==> config.mk <==
export PLATFORM = sky130hd
export DESIGN_NAME = mod_instruction_fetch_flat
export DESIGN_NICKNAME = d
export VERILOG_FILES = /design/src/rtl/mod_instruction_fetch_if.sv /design/src/rtl/mod_instruction_fetch.sv /design/src/flat_wrapper.sv
export SDC_FILE = /design/constraint.sdc
export NUM_CORES = 1
export LEC_CHECK = 0
export CORE_MARGIN = 5
export CORE_UTILIZATION = 42
export DETAILED_ROUTE_END_ITERATION = 12
export GPL_ROUTABILITY_DRIVEN = 0
export GPL_TIMING_DRIVEN = 0
export PLACE_DENSITY = 0.77
export SETUP_SLACK_MARGIN = 0.2
export SYNTH_ARGS = -nofsm -noshare
export SYNTH_HDL_FRONTEND = slang
export SYNTH_SLANG_ARGS = --single-unit
==> constraint.sdc <==
create_clock -name clk -period 2 [get_ports clk]
set_clock_uncertainty 0.05 [all_clocks]
set_input_delay 0.4 -clock clk [delete_from_list [all_inputs] [get_ports clk]]
set_output_delay 0.4 -clock clk [all_outputs]
set_load 0.1 [all_outputs]
==> src/rtl/mod_instruction_fetch_if.sv <==
// Fetch-stage bus: ROM address/data, decode-side controls and the IF/ID register outputs.
// The master modport is the fetch stage itself; the slave modport is its surroundings.
interface mod_instruction_fetch_if #(
  parameter int ADDR_W = 30
);
  logic [ADDR_W-1:0] imem_address;
  logic [31:0]       imem_instruction;
  logic              imem_end;
  logic              stall;
  logic              redirect_valid;
  logic [ADDR_W-1:0] redirect_target;
  logic              id_valid;
  logic [31:0]       id_instruction;
  logic [ADDR_W-1:0] id_pc;
  logic [ADDR_W-1:0] id_pc_plus1;
  logic              halted;
  logic [31:0]       fetch_count;

  modport master (
    output imem_address,
    input  imem_instruction, imem_end,
    input  stall, redirect_valid, redirect_target,
    output id_valid, id_instruction, id_pc, id_pc_plus1,
    output halted, fetch_count
  );

  modport slave (
    input  imem_address,
    output imem_instruction, imem_end,
    output stall, redirect_valid, redirect_target,
    input  id_valid, id_instruction, id_pc, id_pc_plus1,
    input  halted, fetch_count
  );
endinterface

==> src/rtl/mod_instruction_fetch.sv <==
// Instruction fetch: word-addressed PC driving the ROM, IF/ID register with valid,
// decode stall, branch/jump redirect and halt at the end of the program.
module mod_instruction_fetch #(
  parameter int                ADDR_W   = 30,
  parameter logic [ADDR_W-1:0] RESET_PC = '0
) (
  input  logic                   clk,
  input  logic                   rst_n,
  mod_instruction_fetch_if.master bus
);

  typedef enum logic {RUN = 1'b0, HALT = 1'b1} state_t;

  state_t            state, state_nxt;
  logic [ADDR_W-1:0] pc, pc_nxt, pc_inc;
  logic              vld_p0, vld_nxt;
  logic              fetch_en;
  logic [31:0]       instr_p0;
  logic [ADDR_W-1:0] pc_p0, pc_plus1_p0;
  logic [31:0]       fetch_count;

  function automatic logic [31:0] sat_inc(input logic [31:0] v);
    return (v == 32'hFFFF_FFFF) ? v : v + 32'd1;
  endfunction

  assign pc_inc = pc + ADDR_W'(1);

  // Priority: redirect > stall > end of program > normal fetch.
  always_comb begin
    state_nxt = state;
    pc_nxt    = pc;
    vld_nxt   = vld_p0;
    fetch_en  = 1'b0;
    if (bus.redirect_valid) begin
      pc_nxt    = bus.redirect_target;
      vld_nxt   = 1'b0;
      state_nxt = RUN;
    end else if (state == HALT) begin
      vld_nxt = 1'b0;
    end else if (bus.stall) begin
      vld_nxt = vld_p0;
    end else if (bus.imem_end) begin
      state_nxt = HALT;
      vld_nxt   = 1'b0;
    end else begin
      fetch_en = 1'b1;
      pc_nxt   = pc_inc;
      vld_nxt  = 1'b1;
    end
  end

  // PC -> IF/ID stage boundary
  always_ff @(posedge clk) begin
    if (!rst_n) begin
      state       <= RUN;
      pc          <= RESET_PC;
      vld_p0      <= 1'b0;
      instr_p0    <= '0;
      pc_p0       <= '0;
      pc_plus1_p0 <= '0;
      fetch_count <= '0;
    end else begin
      state  <= state_nxt;
      pc     <= pc_nxt;
      vld_p0 <= vld_nxt;
      if (fetch_en) begin
        instr_p0    <= bus.imem_instruction;
        pc_p0       <= pc;
        pc_plus1_p0 <= pc_inc;
        fetch_count <= sat_inc(fetch_count);
      end
    end
  end

  assign bus.imem_address   = pc;
  assign bus.id_valid       = vld_p0;
  assign bus.id_instruction = instr_p0;
  assign bus.id_pc          = pc_p0;
  assign bus.id_pc_plus1    = pc_plus1_p0;
  assign bus.halted         = (state == HALT);
  assign bus.fetch_count    = fetch_count;

endmodule

==> src/flat_wrapper.sv <==
// flat-port wrapper written by rule: the top's interface ports become plain ports
module mod_instruction_fetch_flat 
#(
  parameter int                ADDR_W   = 30,
  parameter logic [ADDR_W-1:0] RESET_PC = '0
)
  (clk, rst_n, bus_imem_address, bus_imem_instruction, bus_imem_end, bus_stall, bus_redirect_valid, bus_redirect_target, bus_id_valid, bus_id_instruction, bus_id_pc, bus_id_pc_plus1, bus_halted, bus_fetch_count);
  mod_instruction_fetch_if #(.ADDR_W(ADDR_W)) bus_i ();
  input  logic clk;
  input  logic rst_n;
  output wire logic [$bits(bus_i.imem_address)-1:0] bus_imem_address;
  input wire logic [$bits(bus_i.imem_instruction)-1:0] bus_imem_instruction;
  input wire logic [$bits(bus_i.imem_end)-1:0] bus_imem_end;
  input wire logic [$bits(bus_i.stall)-1:0] bus_stall;
  input wire logic [$bits(bus_i.redirect_valid)-1:0] bus_redirect_valid;
  input wire logic [$bits(bus_i.redirect_target)-1:0] bus_redirect_target;
  output wire logic [$bits(bus_i.id_valid)-1:0] bus_id_valid;
  output wire logic [$bits(bus_i.id_instruction)-1:0] bus_id_instruction;
  output wire logic [$bits(bus_i.id_pc)-1:0] bus_id_pc;
  output wire logic [$bits(bus_i.id_pc_plus1)-1:0] bus_id_pc_plus1;
  output wire logic [$bits(bus_i.halted)-1:0] bus_halted;
  output wire logic [$bits(bus_i.fetch_count)-1:0] bus_fetch_count;
  assign bus_imem_address = bus_i.imem_address;
  assign bus_i.imem_instruction = bus_imem_instruction;
  assign bus_i.imem_end = bus_imem_end;
  assign bus_i.stall = bus_stall;
  assign bus_i.redirect_valid = bus_redirect_valid;
  assign bus_i.redirect_target = bus_redirect_target;
  assign bus_id_valid = bus_i.id_valid;
  assign bus_id_instruction = bus_i.id_instruction;
  assign bus_id_pc = bus_i.id_pc;
  assign bus_id_pc_plus1 = bus_i.id_pc_plus1;
  assign bus_halted = bus_i.halted;
  assign bus_fetch_count = bus_i.fetch_count;
  mod_instruction_fetch #(.ADDR_W(ADDR_W), .RESET_PC(RESET_PC)) u_core (.clk(clk), .rst_n(rst_n), .bus(bus_i));
endmodule
==> flow_metrics.tcl, run 1 <==
set metrics [dict create \
    max_clock_freq_ghz 0.463 \
    r2r_cells 7 \
    drive_gt1_frac 0.428 \
    startpoint_type "flop" \
    hold_viol 0 \
    relSlewSlack 0.467 \
    dr.pass1.iters 6 \
    num_vias 7960 \
    fin_crit_ps 2160 \
    cp_num_cells 7 \
    synth_most_common_cell "nand2_1" \
    core_um2 15900 \
    cts_max_path_buffers 2 \
    synth_edf_count 0 \
    grt_util_met1 0.322 \
    vdd_ir_drop_max_v 0.000588 \
    postCtsHoldBufs 0 \
    io_pins 223 \
    fin_crit_sh 1.08 \
    rows 46 \
    drt_iter0_drc 575 \
    dominantRegCellSynth "dfxtp_1" \
    clockRootBuffer "clkbuf_16" \
    use_met3 0.0771 \
    hold_path.class "input port to flop" \
    crit_type "flop to flop" \
    grt_pass1_wl_um 39900 \
    power.density_nw_per_um2 682 \
    cts.sinks 156 \
    synth.largest_area_cell "dfxtp_1" \
    clk_pin_slew_ps 60 \
    synth_nets 921 \
    critPathMaxFanout 6 \
    design_area_um2 12100 \
    synth_top_area_share 0.457 \
    routed_wirelength_um 28800 \
    r2r_start "u_core.bus.fetch_count[13]" \
    cap_violations 0 \
    syn_area_um2 6830 \
    violations "negative setup slack" \
    start_util 0.428 \
    reg2reg_slack_ps -160 \
    track_usage 0.272 \
    cp.buffers_inverters 2 \
    port_buffers 220 \
    cp_slowest_stage_delay_ps 510 \
    die_h_um 138 \
    antenna_found_initial 0 \
    synth.top_cells.by_area "dfxtp_1 (46%), a21oi_1 (9.7%), nand2_1 (9.1%)" \
    vias_per_cell 5.59 \
    use_met2 0.460 \
    die_area_um2 18900 \
    yosysSeqAreaShare 0.457 \
    cp_slowest_cell "or3_4" \
    cts_htree_levels 4 \
    overflow 0 \
    yosys_warnings 0 \
    fin_cells 1425 \
    fin_nets 1265 \
    diodes 0 \
    cpMostUsedCell "buf_6" \
    numCtsBuffers 17 \
    insertion_delay_ps 430 \
    globalRoute.busiestLayer "met2" \
    worst-slew-pin-transition_ps 794 \
    critical_path_arrival_ps 2450 \
    p_leak_nw 4.73 \
    dp_hpwl_um 17200 \
    ys_seq_elements 156 \
    syn2layout_area_growth_pct 77.4 \
    wl_per_cell_um 20.2 \
    drtAntennaViolNets 0 \
    path_cells "nand4_1, or3_4, o31ai_4, buf_6, buf_6, o31ai_2, a21oi_1" \
    total_power_mw 8.26 \
    tritoncts "yes" \
    drc 0 \
    crit_path_end "u_core.bus.fetch_count[16]" \
    postPlaceCellArea_um2 9990 \
    crit_start "u_core.bus.fetch_count[13]" \
    grt_max_degree 17 \
    grt_pass1_vias 7390 \
    ys_top_cells_by_count "nand2_1 (166), dfxtp_1 (156), a21oi_1 (132)" \
    fp.dieW_um 138 \
    finalWorstSetupSlack_ps -158 \
    async_reset_ff_frac 0 \
    dp_cells 1288 \
    detailedPlace.worstSlack_ps -767 \
    syn_avg_cell_area_um2 8.02 \
    endpoint_kind "flop" \
    finalSetupViolCount 30 \
    yosysUniqueCellTypes 43 \
    path_delay_family "simple AND/OR/NAND/NOR gates" \
    slew_viol_final 0 \
    status "finished, violations left" \
    rr_endpoint "u_core.bus.fetch_count[16]" \
    rsz0062_at_grt "yes" \
    syn_inst 852 \
    cp.required_ps 2290 \
]
==> flip-flops by register name, summed over array words and instances, names as in the netlist <==
signal	cells
u_core.bus.fetch_count	32
u_core.bus.id_instruction	32
u_core.bus.id_pc	30
u_core.bus.id_pc_plus1	30
u_core.bus.imem_address	30
u_core.bus.halted	1
u_core.bus.id_valid	1
==> layout make-up <==
cell class                      count  area, um2
Tap cell                          216        270
Sequential cell                   156       3330
Timing Repair Buffer              326       2930
Clock inverter                      7       43.8
Multi-Input combinational cell    625       4230
Clock buffer                       25        559
Buffer                             63        734
Inverter                            7       26.3
Fill cell                        1090       3830
==> logic make-up after synthesis <==
logic type,Yosys count,synth area share
buffers and inverters,71,0.0416
and+or+nand+nor,342,0.243
DFF,156,0.457
muxes,9,0.0132
AOI/OAI and AO/OA,212,0.164
adders and majority gates,2,0.00366
xor gates and xnor gates,60,0.0769
==> metal layers <==
layer | part of all wire | vias to the layer above | wire length [um]
met5 | 0 | - | 0
met4 | 0.034 | 0 | 982
met3 | 0.077 | 90 | 2200
met2 | 0.51 | 382 | 14600
met1 | 0.38 | 3836 | 10900
li1 | - | 3652 | -
==> timing repair <==
| item | in CTS | in global routing |
|---|---|---|
| setup buffers | 56 | 35 |
| pin swaps | 48 | 55 |
| resized for setup | 698 | 204 |
| cloned | 6 | 9 |
| endpoints found under the setup margin | 310 | 225 |
==> layout by cell type, fill, tap and decap left out, types with 8 or more instances in the layout <==
cell type	n
nor3_2	13
nand3_1	12
a21oi_2	23
mux2i_1	9
clkdlybuf4s15_2	28
clkdlybuf4s18_2	48
nor2_4	8
dfxtp_4	51
nor2_1	34
clkdlybuf4s50_1	62
nand2_1	162
and3_1	9
dfxtp_2	11
nand4_1	22
buf_6	32
nor3_4	15
nor4_4	13
clkbuf_8	8
clkbuf_16	38
buf_4	68
buf_8	16
buf_2	76
o21ai_1	9
or3_1	14
clkbuf_1	24
o21ai_0	45
dfxtp_1	94
xnor2_1	49
a21oi_1	109
==> where the power goes <==
group | leakage, nW | internal (mW) | switching, mW | total (mW)
logic | 3.11 | 0.504 | 1.21 | 1.71
clock network | 0.306 | 1.95 | 1.32 | 3.27
registers | 1.31 | 3.17 | 0.106 | 3.28
==> how the worst min path moves through the flow <==
stage                                        from                      endpoint  slack, ps  cells past startpoint
after floorplan           bus_imem_instruction[0]  u_core.bus.id_instruction[0]        490                      2
after global placement        u_core.bus.id_pc[1]           u_core.bus.id_pc[1]        390                      2
after detailed placement     u_core.bus.id_pc[17]          u_core.bus.id_pc[17]        390                      2
after CTS                      bus_redirect_valid    u_core.bus.imem_address[1]        190                      3
after global routing           bus_redirect_valid    u_core.bus.imem_address[0]        220                      3
final                          bus_redirect_valid    u_core.bus.imem_address[1]        210                      3
==> stage by stage <==
stage               hold slack [ps]  TNS (ps)  utilization
finish                          208     -1790        0.760
detailed placement              394    -91780        0.627
global placement                387    -90050        0.627
global route                    217     -3070        0.760
floorplan                       486     -3090            -
CTS                             189    -0.602        0.720
==> worst register-to-register path, cell delays in order, from the launching register on <==
cell     delay (ps)
dfxtp_4         380
nand4_1         260
or3_4           510
o31ai_4         400
buf_6           170
buf_6           100
o31ai_2          60
a21oi_1         140
(Power assumes the default switching activity.)
==> run 2: changes to the inputs <==
--- a/config.mk
+++ b/config.mk
@@ -5,12 +5,12 @@
 export SDC_FILE = /design/constraint.sdc
 export NUM_CORES = 1
 export LEC_CHECK = 0
-export CORE_MARGIN = 5
-export CORE_UTILIZATION = 42
+export CORE_MARGIN = 4
+export CORE_UTILIZATION = 50
 export DETAILED_ROUTE_END_ITERATION = 12
 export GPL_ROUTABILITY_DRIVEN = 0
 export GPL_TIMING_DRIVEN = 0
-export PLACE_DENSITY = 0.77
+export PLACE_DENSITY = 0.86
 export SETUP_SLACK_MARGIN = 0.2
 export SYNTH_ARGS = -nofsm -noshare
 export SYNTH_HDL_FRONTEND = slang
==> constraint.sdc (replaced) <==
create_clock -name clk -period 2.5 [get_ports clk]
set_clock_uncertainty 0.05 [all_clocks]
set_input_delay 0.5 -clock clk [delete_from_list [all_inputs] [get_ports clk]]
set_output_delay 0.5 -clock clk [all_outputs]
set_load 0.1 [all_outputs]
==> run 2 against run 1 <==
- the run now ends clean
- clock power down 26%
- critical path depth decreased by 1
- final cell count fell by 9.2%
- global-route usage increased by 0.57 points
- die area is 18% lower
- register-to-register slack improved by 390 ps
- hold slack better by 190 ps
- sequential share of layout area grew 5.1 points
- via count is 8.4% lower
==> flow_metrics.tcl, run 2 (synthesis results as in run 1) <==
set metrics [dict create \
    pwr-share-seq 0.423 \
    p_sw_mw 1.99 \
    finalSetupViolCount 0 \
    post-route-util 0.748 \
    drive_gt1_frac 0.140 \
    r2r_cells 6 \
    globalRoute.busiestLayer "met2" \
    fin_crit_ps 2260 \
    internal-power_mw 4.26 \
    drt_iter0_drc 543 \
    use_met3 0.0849 \
    port_buffers 220 \
    hold_end "u_core.bus.halted" \
    diodes 0 \
    clkPwrFrac 0.387 \
    slew_viol_final 0 \
    fin_cells 1294 \
    clk_pin_slew_ps 60 \
    die_area_um2 15600 \
    vias_per_cell 5.64 \
    endpoint_kind "flop" \
    worst-slew-pin-transition_ps 1040 \
    io_pins 223 \
    crit_type "flop to flop" \
    postCtsHoldBufs 0 \
    total_power_mw 6.25 \
    start_util 0.514 \
    numCtsBuffers 17 \
    grt_util_met1 0.329 \
    core_um2 13300 \
    comb_power_share 0.190 \
    dp_cells 1248 \
    grt_pass1_vias 6892 \
    finalWorstSetupSlack_ps 235 \
    cap_violations 0 \
    startpoint_type "flop" \
    grt_max_degree 17 \
    fin_nets 1174 \
    worstHoldPathCells 3 \
    rr_endpoint "u_core.bus.fetch_count[29]" \
    relSlewSlack 0.306 \
    syn2layout_area_growth_pct 45.6 \
    overflow 0 \
    antenna_found_initial 0 \
    cts_max_path_buffers 2 \
    dp_hpwl_um 16000 \
    final_cell_mix "nand2_1 (166), dlygate4sd2_1 (147), a21oi_1 (132)" \
    critPathMaxFanout 10 \
    use_met2 0.469 \
    detailedPlace.worstSlack_ps -900 \
    track_usage 0.277 \
    r2r_start "u_core.bus.fetch_count[11]" \
    cts.sinks 156 \
    drtAntennaViolNets 0 \
    insertion_delay_ps 420 \
    grt_pass1_wl_um 35300 \
    die_h_um 125 \
    status "completed" \
    max_clock_freq_ghz 0.442 \
    power.density_nw_per_um2 628 \
    drc 0 \
    dr.pass1.iters 5 \
    critical_path_arrival_ps 2520 \
    fin_crit_sh 0.906 \
    hold_ws_ps 399 \
    tritoncts "yes" \
    fp.dieW_um 125 \
    vdd_ir_drop_max_v 0.000394 \
    min_from "bus_imem_end" \
    hold_path.class "input port to flop" \
    hold_viol 0 \
    clockRootBuffer "clkbuf_16" \
    wl_per_cell_um 17.4 \
    cp.required_ps 2750 \
    rows 42 \
    reg2reg_slack_ps 240 \
    p_sw_frac 0.318 \
    cts_htree_levels 4 \
    rsz0062_at_grt "yes" \
    num_vias 7293 \
    layout_commonest_cell "nand2_1" \
    p_leak_nw 4.06 \
    routed_wirelength_um 22500 \
]
[run 2: changes by cell type in the layout (fill, tap and decap cells not counted), moves of 25 or more]
cell,change
dlygate4sd2_1,+146
buf_2,-67
buf_4,-53
clkdlybuf4s18_2,-48
dfxtp_4,-33
buf_6,-31
dfxtp_2,+27
clkdlybuf4s15_2,-25
[run 2: worst max path at each step]
| stage | slack [ps] | endpoint | startpoint | cells after the start |
|---|---|---|---|---|
| floorplan | 200 | u_core.bus.fetch_count[27] | u_core.bus.fetch_count[23] | 5 |
| global placement | -930 | u_core.bus.id_pc[19] | bus_stall | 8 |
| detailed placement | -900 | u_core.bus.id_pc[19] | bus_stall | 8 |
| CTS | 190 | u_core.bus.imem_address[29] | bus_imem_end | 8 |
| global route | 110 | u_core.bus.fetch_count[29] | u_core.bus.fetch_count[11] | 6 |
| finish | 240 | u_core.bus.fetch_count[29] | u_core.bus.fetch_count[11] | 6 |
[run 2: area by class of cell]
| class | instances | area [um2] |
|---|---|---|
| Tap cell | 176 | 220 |
| Timing Repair Buffer | 234 | 2110 |
| Sequential cell | 156 | 3240 |
| Clock inverter | 11 | 93.8 |
| Inverter | 7 | 26.3 |
| Multi-Input combinational cell | 625 | 3490 |
| Clock buffer | 21 | 460 |
| Buffer | 64 | 302 |
| Fill cell | 1073 | 3350 |
[run 2: timing repair]
item                                    in CTS  in global routing
endpoints found under the hold margin        0                  0
setup buffers                                5                  9
gates resized for setup                    189                 25
gates cloned                                 0                  0
pin swaps                                    2                  5
endpoints found under the setup margin     265                 74
[run 2: power by group through the flow]
stage | Sequential, mW | Combinational (mW) | Clock, mW
after floorplan | 3.30 | 0.252 | 0
after global placement | 2.69 | 1.22 | 0
after detailed placement | 2.70 | 1.23 | 0
after CTS | 2.64 | 1.19 | 2.45
after global routing | 2.65 | 1.24 | 2.55
final | 2.64 | 1.19 | 2.42
[run 2: layer usage]
| layer | part of all wire | up-vias |
|---|---|---|
| li1 | - | 3465 |
| met5 | 0 | - |
| met2 | 0.48 | 393 |
| met3 | 0.095 | 59 |
| met4 | 0.028 | 0 |
| met1 | 0.40 | 3376 |
[run 2: critical path, cell delays in order, from the launching register on]
cell and delay (ps):
dfxtp_4 380, nand4_1 290, or3_4 460, nor4_4 420
clkbuf_4 290, o311ai_0 160, o41ai_1 100
[run 2: stage by stage]
step                      TNS, ps  instance area [um2]
after floorplan                 0                 6950
after global placement     -76150                 9370
after detailed placement   -76590                 9370
after CTS                       0                 9850
after global routing            0                 9950
final                           0                 9950
